===== config.mk =====
export PLATFORM = sky130hd
export DESIGN_NAME = forwarding_hazard_unit_flat
export DESIGN_NICKNAME = d
export VERILOG_FILES = /design/src/rtl/forwarding_hazard_unit_if.sv /design/src/rtl/forwarding_hazard_unit.sv /design/src/flat_wrapper.sv
export SDC_FILE = /design/constraint.sdc
export NUM_CORES = 1
export LEC_CHECK = 0
export BUFFER_PORTS_ARGS = -buffer_cell sky130_fd_sc_hd__buf_2
export CAP_MARGIN = 15
export CORE_MARGIN = 2
export CORE_UTILIZATION = 30
export DETAILED_ROUTE_END_ITERATION = 7
export HOLD_SLACK_MARGIN = 0.05
export PLACE_DENSITY = 0.49
export REMOVE_ABC_BUFFERS = 1
export SLEW_MARGIN = 20
export SYNTH_ARGS = -nofsm -noshare
export SYNTH_HDL_FRONTEND = slang
export SYNTH_SLANG_ARGS = --single-unit
export TNS_END_PERCENT = 20

===== constraint.sdc =====
create_clock -name Clk -period 4.4 [get_ports Clk]
set_input_delay 0 -clock Clk [delete_from_list [all_inputs] [get_ports Clk]]
set_output_delay 0 -clock Clk [all_outputs]
set_load 0.03 [all_outputs]

===== src/rtl/forwarding_hazard_unit_if.sv =====
// Decode-side fields in, EX operand-mux selects and load-use stall out.
// master drives the ID/EX fields; slave is the forwarding/hazard unit.
interface forwarding_hazard_unit_if #(
    parameter int REG_ADDR_W = 3,
    parameter int CNT_W      = 16
);
    logic [REG_ADDR_W-1:0] ID_Rs;
    logic [REG_ADDR_W-1:0] ID_Rt;
    logic                  ID_UsesRs;
    logic                  ID_UsesRt;
    logic                  ID_RegWrite;
    logic                  ID_MemRead;
    logic                  Flush;
    logic [REG_ADDR_W-1:0] EX_DestReg;
    logic [1:0]            ForwardA;
    logic [1:0]            ForwardB;
    logic                  Stall;
    logic [CNT_W-1:0]      StallCount;

    modport master (
        output ID_Rs, ID_Rt, ID_UsesRs, ID_UsesRt, ID_RegWrite, ID_MemRead,
        output Flush, EX_DestReg,
        input  ForwardA, ForwardB, Stall, StallCount
    );

    modport slave (
        input  ID_Rs, ID_Rt, ID_UsesRs, ID_UsesRt, ID_RegWrite, ID_MemRead,
        input  Flush, EX_DestReg,
        output ForwardA, ForwardB, Stall, StallCount
    );
endinterface


===== src/rtl/forwarding_hazard_unit.sv =====
// Purpose: EX-stage ForwardA/ForwardB selects and load-use stall from internally tracked EX/MEM/WB tags.
// Latency: Stall combinational from ID fields; forward codes valid one edge after the consumer leaves ID.
// Backpressure: Stall holds PC and IF/ID and injects one bubble into EX; Flush squashes and suppresses Stall.
module forwarding_hazard_unit #(
    parameter int REG_ADDR_W         = 3,
    parameter int CNT_W              = 16,
    parameter int ZERO_REG_HARDWIRED = 1
) (
    input  logic                     Clk,
    input  logic                     Rst_n,
    forwarding_hazard_unit_if.slave  bus
);
    typedef struct packed {
        logic [REG_ADDR_W-1:0] rs;
        logic [REG_ADDR_W-1:0] rt;
        logic                  uses_rs;
        logic                  uses_rt;
        logic                  reg_write;
        logic                  mem_read;
    } ex_tag_t;

    typedef struct packed {
        logic [REG_ADDR_W-1:0] dest;
        logic                  reg_write;
        logic                  mem_read;
    } mem_tag_t;

    typedef struct packed {
        logic [REG_ADDR_W-1:0] dest;
        logic                  reg_write;
    } wb_tag_t;

    ex_tag_t          ex_tag_q,  ex_tag_d;
    mem_tag_t         mem_tag_q, mem_tag_d;
    wb_tag_t          wb_tag_q,  wb_tag_d;
    logic [CNT_W-1:0] stall_cnt_q, stall_cnt_d;

    logic       stall;
    logic       dest_live;
    logic       hit_rs;
    logic       hit_rt;
    logic [1:0] fwd_a;
    logic [1:0] fwd_b;

    function automatic logic is_zero_reg(input logic [REG_ADDR_W-1:0] r);
        return (ZERO_REG_HARDWIRED != 0) && (r == '0);
    endfunction

    // Loads in MEM are excluded: their data only exists once they reach WB.
    function automatic logic [1:0] fwd_sel(input logic uses, input logic [REG_ADDR_W-1:0] src,
                                           input mem_tag_t m, input wb_tag_t w);
        logic [1:0] sel;
        sel = 2'b00;
        if (uses && !is_zero_reg(src)) begin
            if (m.reg_write && !m.mem_read && m.dest == src) begin
                sel = 2'b10;
            end else if (w.reg_write && w.dest == src) begin
                sel = 2'b01;
            end
        end
        return sel;
    endfunction

    always_comb begin
        dest_live = !is_zero_reg(bus.EX_DestReg);
        hit_rs    = bus.ID_UsesRs && (bus.ID_Rs == bus.EX_DestReg);
        hit_rt    = bus.ID_UsesRt && (bus.ID_Rt == bus.EX_DestReg);
        stall     = ex_tag_q.mem_read && ex_tag_q.reg_write && dest_live
                    && (hit_rs || hit_rt) && !bus.Flush;
        fwd_a     = fwd_sel(ex_tag_q.uses_rs, ex_tag_q.rs, mem_tag_q, wb_tag_q);
        fwd_b     = fwd_sel(ex_tag_q.uses_rt, ex_tag_q.rt, mem_tag_q, wb_tag_q);
    end

    always_comb begin
        wb_tag_d           = wb_tag_q;
        mem_tag_d          = mem_tag_q;
        ex_tag_d           = ex_tag_q;
        stall_cnt_d        = stall_cnt_q;

        wb_tag_d.dest      = mem_tag_q.dest;
        wb_tag_d.reg_write = mem_tag_q.reg_write;

        mem_tag_d.dest      = bus.EX_DestReg;
        mem_tag_d.reg_write = ex_tag_q.reg_write;
        mem_tag_d.mem_read  = ex_tag_q.mem_read;

        if (stall || bus.Flush) begin
            ex_tag_d = '0;
        end else begin
            ex_tag_d.rs        = bus.ID_Rs;
            ex_tag_d.rt        = bus.ID_Rt;
            ex_tag_d.uses_rs   = bus.ID_UsesRs;
            ex_tag_d.uses_rt   = bus.ID_UsesRt;
            ex_tag_d.reg_write = bus.ID_RegWrite;
            ex_tag_d.mem_read  = bus.ID_MemRead;
        end

        if (stall && (stall_cnt_q != '1)) begin
            stall_cnt_d = stall_cnt_q + CNT_W'(1);
        end
    end

    always_ff @(posedge Clk or negedge Rst_n) begin
        if (!Rst_n) begin
            ex_tag_q    <= '0;
            mem_tag_q   <= '0;
            wb_tag_q    <= '0;
            stall_cnt_q <= '0;
        end else begin
            ex_tag_q    <= ex_tag_d;
            mem_tag_q   <= mem_tag_d;
            wb_tag_q    <= wb_tag_d;
            stall_cnt_q <= stall_cnt_d;
        end
    end

    assign bus.ForwardA   = fwd_a;
    assign bus.ForwardB   = fwd_b;
    assign bus.Stall      = stall;
    assign bus.StallCount = stall_cnt_q;
endmodule


===== src/flat_wrapper.sv =====
// flat-port wrapper written by rule: the top's interface ports become plain ports
module forwarding_hazard_unit_flat 
#(
    parameter int REG_ADDR_W         = 3,
    parameter int CNT_W              = 16,
    parameter int ZERO_REG_HARDWIRED = 1
)
  (Clk, Rst_n, bus_ID_Rs, bus_ID_Rt, bus_ID_UsesRs, bus_ID_UsesRt, bus_ID_RegWrite, bus_ID_MemRead, bus_Flush, bus_EX_DestReg, bus_ForwardA, bus_ForwardB, bus_Stall, bus_StallCount);
  forwarding_hazard_unit_if #(.REG_ADDR_W(REG_ADDR_W), .CNT_W(CNT_W)) bus_i ();
  input  logic Clk;
  input  logic Rst_n;
  input wire logic [$bits(bus_i.ID_Rs)-1:0] bus_ID_Rs;
  input wire logic [$bits(bus_i.ID_Rt)-1:0] bus_ID_Rt;
  input wire logic [$bits(bus_i.ID_UsesRs)-1:0] bus_ID_UsesRs;
  input wire logic [$bits(bus_i.ID_UsesRt)-1:0] bus_ID_UsesRt;
  input wire logic [$bits(bus_i.ID_RegWrite)-1:0] bus_ID_RegWrite;
  input wire logic [$bits(bus_i.ID_MemRead)-1:0] bus_ID_MemRead;
  input wire logic [$bits(bus_i.Flush)-1:0] bus_Flush;
  input wire logic [$bits(bus_i.EX_DestReg)-1:0] bus_EX_DestReg;
  output wire logic [$bits(bus_i.ForwardA)-1:0] bus_ForwardA;
  output wire logic [$bits(bus_i.ForwardB)-1:0] bus_ForwardB;
  output wire logic [$bits(bus_i.Stall)-1:0] bus_Stall;
  output wire logic [$bits(bus_i.StallCount)-1:0] bus_StallCount;
  assign bus_i.ID_Rs = bus_ID_Rs;
  assign bus_i.ID_Rt = bus_ID_Rt;
  assign bus_i.ID_UsesRs = bus_ID_UsesRs;
  assign bus_i.ID_UsesRt = bus_ID_UsesRt;
  assign bus_i.ID_RegWrite = bus_ID_RegWrite;
  assign bus_i.ID_MemRead = bus_ID_MemRead;
  assign bus_i.Flush = bus_Flush;
  assign bus_i.EX_DestReg = bus_EX_DestReg;
  assign bus_ForwardA = bus_i.ForwardA;
  assign bus_ForwardB = bus_i.ForwardB;
  assign bus_Stall = bus_i.Stall;
  assign bus_StallCount = bus_i.StallCount;
  forwarding_hazard_unit #(.REG_ADDR_W(REG_ADDR_W), .CNT_W(CNT_W), .ZERO_REG_HARDWIRED(ZERO_REG_HARDWIRED)) u_core (.Clk(Clk), .Rst_n(Rst_n), .bus(bus_i));
endmodule

# Word level (Yosys, flattened, before mapping)

Index checks and enable logic that the tools add are counted.
W data, S select, Z words.

Bits in registers: 35
Output and inout port bits: 21

Add/sub/neg operators: 1
Equal/unequal tests: 7
Multiplexer cells: 7
Reduce and logical (&&, ||, !) cells: 24

Operator list:

| kind                    | count |
|---|---|
| $eq A3 B3 Y1            | 6 |
| $add A16 B1 Y16 const B | 1 |
| $ne A16 B16 Y1 const B  | 1 |
| $logic_and A1 B1 Y1     | 14 |
| $mux W10                | 1 |
| $logic_not A3 Y1        | 3 |
| $mux W2                 | 4 |
| $logic_not A1 Y1        | 5 |
| $logic_or A1 B1 Y1      | 2 |
| $mux W1                 | 2 |

# Longest topological paths before layout

Gate-level depths: netlist (run 1).

Depth in word-level cells: 7
Gate-level depth with buffers: 7
Gate-level depth less buffers: 6

# Worst setup path after synthesis (run 1)

Ideal clock, no wire load.

Path type: register to register
From: reg u_core.stall_cnt_q[0], in the netlist u_core.bus.StallCount[0]
To: reg u_core.stall_cnt_q[3], in the netlist u_core.bus.StallCount[3]
Arrival: 1,974 ps
Data required time: 4,266 ps
Path slack: 2,292 ps
Cell stages (with the launch flop): 8
Buffers on the path: 1
Cells stage by stage: dfrtp_1 > ha_1 > and3_1 > nand3_1 > nand2b_1 > clkbuf_1 > or4b_1 > xnor2_1

Word-level cells in the longest chain between the ends: 2

RTL lines:

| what                                                    | line                          | source |
|---|---|---|
| start, declared                                         | forwarding_hazard_unit.sv:36  | `logic [CNT_W-1:0] stall_cnt_q, stall_cnt_d;` |
| start signal, assigned                                  | forwarding_hazard_unit.sv:113 | `stall_cnt_q <= stall_cnt_d;` |
| branches (longest 2 deep; another with $add A16 B1 Y16) | --                            |  |

Parallel ways; which one is timed is not known.
A chain may end at the register's enable or synchronous reset.

# Worst setup path after layout (run 1)

From: in bus_EX_DestReg[2]
To: reg u_core.stall_cnt_q[3], in the netlist u_core.bus.StallCount[3]

Word-level cells in the longest chain between the ends: 6

RTL lines:

| what                                                             | line                                                       | source |
|---|---|---|
| start, declared                                                  | flat_wrapper.sv:19                                         | `input wire logic [$bits(bus_i.EX_DestReg)-1:0] bus_EX_DestReg;` |
| $eq A3 B3 Y1, or another cell as far along                       | forwarding_hazard_unit.sv:66                               | `hit_rs = bus.ID_UsesRs && (bus.ID_Rs == bus.EX_DestReg);` |
| $logic_and A1 B1 Y1, or another cell as far along                | forwarding_hazard_unit.sv:66                               |  |
| $logic_or A1 B1 Y1 / $logic_and A1 B1 Y1 (equally long branches) | forwarding_hazard_unit.sv:69, forwarding_hazard_unit.sv:68 |  |
| $logic_and A1 B1 Y1 (*) (2 in series)                            | forwarding_hazard_unit.sv:69                               | `&& (hit_rs \|\| hit_rt) && !bus.Flush;` |
| $logic_and A1 B1 Y1 (*)                                          | forwarding_hazard_unit.sv:98                               | `if (stall && (stall_cnt_q != '1)) begin` |

Every way passes the cells marked *; elsewhere a longest branch is shown, timed or not.

==> reports/metrics.csv, run 1 <==
stage,metric,value,unit
floorplanning,core_area,5110,sq um
placement,place_congestion,0.825,
detailed_routing,vias,1250,
timing,finalClockSkew,2.56,ps
power_and_ir_drop,powerDensity,357,nW/um^2
timing,hold_viol_final,0,
logic_synthesis,synth_flop_cell,dfrtp_1,
timing,setup-tns-final,0,ps
logic_synthesis,yosysSeqAreaShare,55.2,%
floorplanning,ios,37,
critical_path,crit_arrival,2150,ps
logic_synthesis,yosys.area.top_type,dfrtp_1,
timing,fin_crit_sh,44.9,%
clock_tree,clockBufferDepth,2,
logic_synthesis,synth-edff-count,0,
clock_tree,ctsResizeCount,0,
timing,finalCriticalPeriod,1980,ps
critical_path,rr_worst_depth,6,
clock_tree,postCtsSetupBuffers,0,
cells_and_area,final_area,2120,sq um
timing,max_slew.worst_pin.slew,760,ps
global_routing,grt_pass1_vias,1265,
floorplanning,die_area,5890,sq um
floorplanning,die_w,76.7,microns
cells_and_area,nets,210,
run,cap_violations,0,
cells_and_area,syn_to_final_growth,33.8,%
floorplanning,rows,26,
clock_tree,cts_tree,done,
timing,max-slew-margin-rel,49.4,%
global_routing,grt_start_max_net_pins,36,
global_routing,grt-ovfl-total,0,
critical_path,cp-end-kind,register,
min_path,hold_class,in -> reg,
logic_synthesis,synth.avg_cell_area,11.6,sq um
critical_path,crit_end,u_core.bus.StallCount[3]$_DFFE_PN0P_,
floorplanning,start_util,31.1,%
critical_path,crit_path_max_fanout,7,
logic_synthesis,yosys-top-cells-area,"dfrtp_1 55%, xnor2_1 12%, xor2_1 6.1%",
critical_path,r2r_start,u_core.bus.StallCount[0]$_DFFE_PN0P_,
logic_synthesis,synth_cell_types,24,
logic_synthesis,synth_top_area_share,55.2,%
clock_tree,cts_root_buffer,clkbuf_8,
detailed_routing,avgRoutedWirePerCell,13.3,microns
logic_synthesis,ys_ff_latch,35,
logic_synthesis,synthCells,137,
detailed_routing,dr.first_iter.drc_count,41,
detailed_routing,ant_nets,0,
placement,place_area,1850,sq um
outcome,outcome,"complete, no violations",
detailed_routing,drc_errors,0,
power_and_ir_drop,vdd_drop_max,183,uV
cells_and_area,drive_gt1_share,22.7,%
placement,numPortBuffers,36,
timing,fmax,506,MHz
timing,hold-worst-slack,56.8,ps
critical_path,crit_path_start,bus_EX_DestReg[2],
clock_tree,clock_sinks,35,
critical_path,r2r_end,u_core.bus.StallCount[3]$_DFFE_PN0P_,
placement,dp_hpwl,2510,microns
critical_path,worstSetupPathType,in -> reg,
critical_path,worstSetupStartpointType,input pin,
critical_path,rrSetupSlack,2440,ps
critical_path,required,4580,ps
timing,rsz0062_at_grt,false,
global_routing,grt_pass1_wl,5910,microns
timing,maxSlewViolCount,0,
clock_tree,cts.htree.levels,2,
global_routing,antenna_found_initial,0,
cells_and_area,utilization,41.6,%
timing,setup_viol,0,
clock_tree,clk_pin_slew,70,ps
clock_tree,cts_buffers,5,
cells_and_area,diodes,0,
global_routing,gr-usage-all-layers,12.7,%
detailed_routing,first_pass_iters,4,
logic_synthesis,async_flop_share,100,%
detailed_routing,wl,3520,microns
logic_synthesis,netlist_area,1590,sq um
clock_tree,clk-insertion-delay-late,290,ps
detailed_routing,avgViaCountPerCell,4.73,
floorplanning,die_h,76.7,microns
power_and_ir_drop,cellLeakagePower,1.01,nW
logic_synthesis,ys.warnings.count,0,
[metrics by stage]
| step | cells | power (W) | worst slack, ps |
|---|---|---|---|
| after floorplan | 136 | 0.000385 | 2390 |
| after global placement | 242 | 0.000411 | 2490 |
| after detailed placement | 242 | 0.000413 | 2450 |
| after CTS | 264 | 0.000765 | 2440 |
| after global routing | 264 | 0.000788 | 2310 |
| final | 264 | 0.000757 | 2420 |
[sequential cells by signal, indices dropped and copies added, names as in the netlist]
signal / cells
u_core.wb_tag_q: 4
u_core.bus.StallCount: 16
u_core.mem_tag_q: 5
u_core.ex_tag_q: 10
[what timing repair did]
item / in CTS / in global routing
hold endpoints to repair: 48 / 0
setup endpoints to repair: 0 / 0
hold buffers: 14 / 0
[metal layers]
metal / GRT usage [%] / vias to the layer above / wire, microns
li1: - / 593 / -
met1: 16.1 / 608 / 1540
met2: 20.5 / 39 / 1750
met3: 2.94 / 10 / 164
met4: 6.00 / 0 / 65
met5: 0 / - / 0
[logic make-up after synthesis]
kind of cell / synth area share, %
xor+xnor: 18.2
simple gates: 21.3
fa+ha+maj: 0.789
buf+inv: 0.473
compound gates: 3.31
flops: 55.2
mux: 0.710
[report_power, final]
part | internal, W | total [W] | leakage (nW) | switching, W
clock | 0.000226 | 0.000342 | 0.0654 | 0.000116
sequential | 0.000335 | 0.000349 | 0.459 | 0.0000139
combinational | 0.0000318 | 0.0000659 | 0.480 | 0.0000341
[synthesized netlist by cell type (all sizes together), types with 2 or more instances]
cell type and n:
and2 10, and3 6, and4 2, dfrtp 35
nand2 7, nand2b 2, nand3 8, nand4 7
nor2 2, nor3 6, nor4 5, o311a 2
o31ai 2, or3 2, xnor2 22, xor2 11
[cell type report]
cell class              instances  area [sq um]
fillers                       510          2980
flip-flops and latches         35           876
multi-input cells             100           703
repair buffers                 50           320
well taps                      70          87.6
clock buffers                   6          72.6
clock inverters                 2          60.1
inverters                       1          3.75
[worst max-delay path, stage by stage]
cell	delay, ps
dlygate4sd3_1	530
buf_2	160
xnor2_1	180
nand4_1	170
a211o_1	430
or4b_1	550
xnor2_1	140
[worst min path at each step]
stage	from	to	slack, ps	cells past startpoint
final	bus_Flush	u_core.bus.StallCount[3]$_DFFE_PN0P_	60	3
after CTS	bus_Flush	u_core.bus.StallCount[3]$_DFFE_PN0P_	50	3
after floorplan	Rst_n	u_core.bus.StallCount[0]$_DFFE_PN0P_	-300	0
after global placement	Rst_n	u_core.bus.StallCount[11]$_DFFE_PN0P_	100	1
after global routing	bus_Flush	u_core.bus.StallCount[3]$_DFFE_PN0P_	70	3
after detailed placement	Rst_n	u_core.bus.StallCount[11]$_DFFE_PN0P_	130	1
[cells in the final DEF (no fill, tap or decap)]
cell and count:
mux2_1 1, o31ai_1 2, clkbuf_1 1, xnor2_1 22
or4b_1 1, or3_1 2, bufinv_16 2, nor3_1 6
nand2_1 7, nand3_1 8, clkbuf_8 5, nand2b_1 2
dfrtp_1 35, buf_2 36, dlygate4sd3_1 14, a21oi_2 1
and2_1 10, xor2_1 11, and4_1 2, o311a_1 2
inv_1 1, a211o_1 1, nor2b_1 1, nor4_1 5
ha_1 1, nand4_1 7, nor2_1 2, and3_1 6
No activity file was read; power rests on OpenSTA's default activity.
==> run 2, diff against run 1 <==
PLACE_DENSITY = 0.5   (was 0.49)
clock period = 1.6 ns   (was 4.4 ns; I/O delays follow)
==> run 2 against run 1 <==
The flow now finishes with violations (setup timing); sequential power rose to 2.7 times the previous value; power rose by 140%; final area rose by 16%; critical path type is now reg -> reg; largest cell class unchanged.
==> reports/metrics.csv, run 2 (synthesis gave the netlist of run 1 again) <==
stage,metric,value,unit,change
outcome,outcome,finished with violations,,
outcome,violations,setup timing,,
detailed_routing,wl,4090,microns,+16%
timing,rsz0062_at_grt,true,,
critical_path,worstSetupStartpointType,register,,
critical_path,crit_end,u_core.bus.StallCount[14]$_DFFE_PN0P_,,
critical_path,crit_arrival,1870,ps,-280 ps
clock_tree,cts_tree,done,,
detailed_routing,dr_wl_met3,178,microns,+8.5%
timing,fin_crit_sh,103,%,
detailed_routing,vias,1348,,+7.8%
clock_tree,cts.htree.levels,2,,unchanged
critical_path,worstSetupPathType,reg -> reg,,
cells_and_area,final_cell_mix,"35 x dfrtp_1, 34 x buf_2, 23 x buf_4",,
critical_path,required,1820,ps,-2760 ps
critical_path,r2r_start,u_core.bus.StallCount[0]$_DFFE_PN0P_,,
timing,hold_viol_final,0,,unchanged
clock_tree,clockBufferDepth,2,,unchanged
placement,numPortBuffers,36,,unchanged
cells_and_area,nets,236,,+12%
placement,pre_cts_ws,-139,ps,-2590 ps
floorplanning,die_area,5890,sq um,unchanged
critical_path,worstPathCellList,ha_2 > and3_4 > nand3_2 > or3_4 > nor4_4 > xor2_1,,
timing,finalWorstSetupSlack,-49.9,ps,-2470 ps
run,cap_violations,0,,unchanged
timing,max-slew-margin-rel,47.4,%,-2.0 points
timing,setup-tns-final,-174,ps,-174 ps
timing,finalClockSkew,5.15,ps,+2.59 ps
timing,maxSlewViolCount,0,,unchanged
timing,finalCriticalPeriod,1650,ps,
clock_tree,clk_pin_slew,70,ps,about the same
placement,dp_hpwl,2790,microns,+11%
cells_and_area,final_common_cell,dfrtp_1,,
floorplanning,die_w,76.7,microns,unchanged
global_routing,gr-usage-all-layers,14.1,%,+1.4 points
power_and_ir_drop,powerDensity,749,nW/um^2,+110%
clock_tree,clock_sinks,35,,unchanged
detailed_routing,routed-wl-met2,2070,microns,+19%
detailed_routing,ant_nets,0,,unchanged
global_routing,antenna_found_initial,0,,unchanged
global_routing,grt-ovfl-total,0,,unchanged
timing,fmax,606,MHz,
placement,place_congestion,0.804,,-2.6%
detailed_routing,route.top_layer_used,met4,,
cells_and_area,diodes,0,,unchanged
critical_path,crit_path_max_incr_delay,430,ps,-120 ps
clock_tree,cts_root_buffer,clkbuf_8,,
critical_path,crit_path_max_fanout,5,,-2
power_and_ir_drop,cellLeakagePower,1.20,nW,+19%
critical_path,rr_worst_depth,6,,unchanged
floorplanning,ios,37,,unchanged
detailed_routing,first_pass_iters,4,,unchanged
critical_path,r2r_end,u_core.bus.StallCount[14]$_DFFE_PN0P_,,
critical_path,crit_slowest_cell,or3_4,,
floorplanning,start_util,31.1,%,unchanged
cells_and_area,drive_gt1_share,42.0,%,+19 points
min_path,hold_class,in -> reg,,
global_routing,grt_start_max_net_pins,36,,unchanged
global_routing,grt_pass1_vias,1379,,+9.0%
cells_and_area,syn_to_final_growth,54.7,%,
timing,setup_viol,5,,+5
power_and_ir_drop,vdd_drop_max,314,uV,+71%
floorplanning,rows,26,,unchanged
detailed_routing,avgRoutedWirePerCell,14.1,microns,+6.1%
critical_path,rrSetupSlack,-50,ps,-2490 ps
detailed_routing,avgViaCountPerCell,4.66,,-1.5%
detailed_routing,drc_errors,0,,unchanged
clock_tree,clk-insertion-delay-late,290,ps,about the same
cells_and_area,largest_reg_flops,16,,unchanged
floorplanning,core_area,5110,sq um,unchanged
detailed_routing,dr.first_iter.drc_count,83,,+100%
critical_path,cp-end-kind,register,,
global_routing,grt_pass1_wl,6470,microns,+9.5%
clock_tree,cts_buffers,5,,unchanged
timing,max_slew.worst_pin.slew,789,ps,+29.8 ps
detailed_routing,m1WireLength,1780,microns,+15%
floorplanning,die_h,76.7,microns,unchanged
critical_path,crit_path_start,u_core.bus.StallCount[0]$_DFFE_PN0P_,,
## run 2: cell count changes in the layout (fill, tap and decap cells not counted), sizes merged
| cell | delta |
|---|---|
| bufinv | -2 |
| clkinv | +1 |
| buf | +26 |
## run 2: cell type report
type                            count  area (sq um)
Inverter                            1          3.75
Tap cell                           70          87.6
Clock inverter                      1          5.00
Multi-Input combinational cell    100           861
Fill cell                         473          2650
Clock buffer                        6          82.6
Timing Repair Buffer               76           539
Sequential cell                    35           876
## run 2: power breakdown
group	internal, W	switching (W)
Combinational	0.000116	0.000121
Clock	0.000337	0.000311
Sequential	0.000921	0.0000305
## run 2: layer usage
layer	vias to the layer above	GRT usage (%)
met5	-	0
met4	0	4.91
met3	7	4.35
met2	30	24.5
met1	666	16.3
li1	645	-
## run 2: repair_timing
action,4_1_cts,5_1_grt
setup buffers,0,2
endpoints found under the setup margin,13,19
pin swaps,3,8
endpoints found under the hold margin,48,0
cloned,0,1
resized for setup,18,20
hold buffers,14,0
## run 2: critical path: cells and delay by family, from the launching register on
kind | cells | cell delay, ps
adders and majority gates | 1 | 180
and+or+nand+nor | 4 | 870
DFF | 1 | 350
xor gates and xnor gates | 1 | 170
## run 2: through the flow
step	std cells	power (W)	utilization, %	hold slack [ps]	area (sq um)
floorplan	136	0.00106	-	-296	1580
global placement	265	0.00115	39.6	112	2020
detailed placement	265	0.00116	39.6	132	2020
CTS	286	0.00183	45.8	66.0	2340
global route	289	0.00191	48.1	74.3	2450
finish	289	0.00184	48.1	69.4	2450
## run 2: worst min-delay path by stage
stage | start | end | slack (ps) | cells after the start
2_1_floorplan | Rst_n | u_core.bus.StallCount[0]$_DFFE_PN0P_ | -300 | 0
3_3_place_gp | Rst_n | u_core.bus.StallCount[15]$_DFFE_PN0P_ | 110 | 1
6_report | bus_Flush | u_core.bus.StallCount[3]$_DFFE_PN0P_ | 70 | 3
4_1_cts | bus_Flush | u_core.bus.StallCount[3]$_DFFE_PN0P_ | 70 | 3
5_1_grt | bus_Flush | u_core.bus.StallCount[3]$_DFFE_PN0P_ | 70 | 3
3_5_place_dp | Rst_n | u_core.bus.StallCount[13]$_DFFE_PN0P_ | 130 | 1
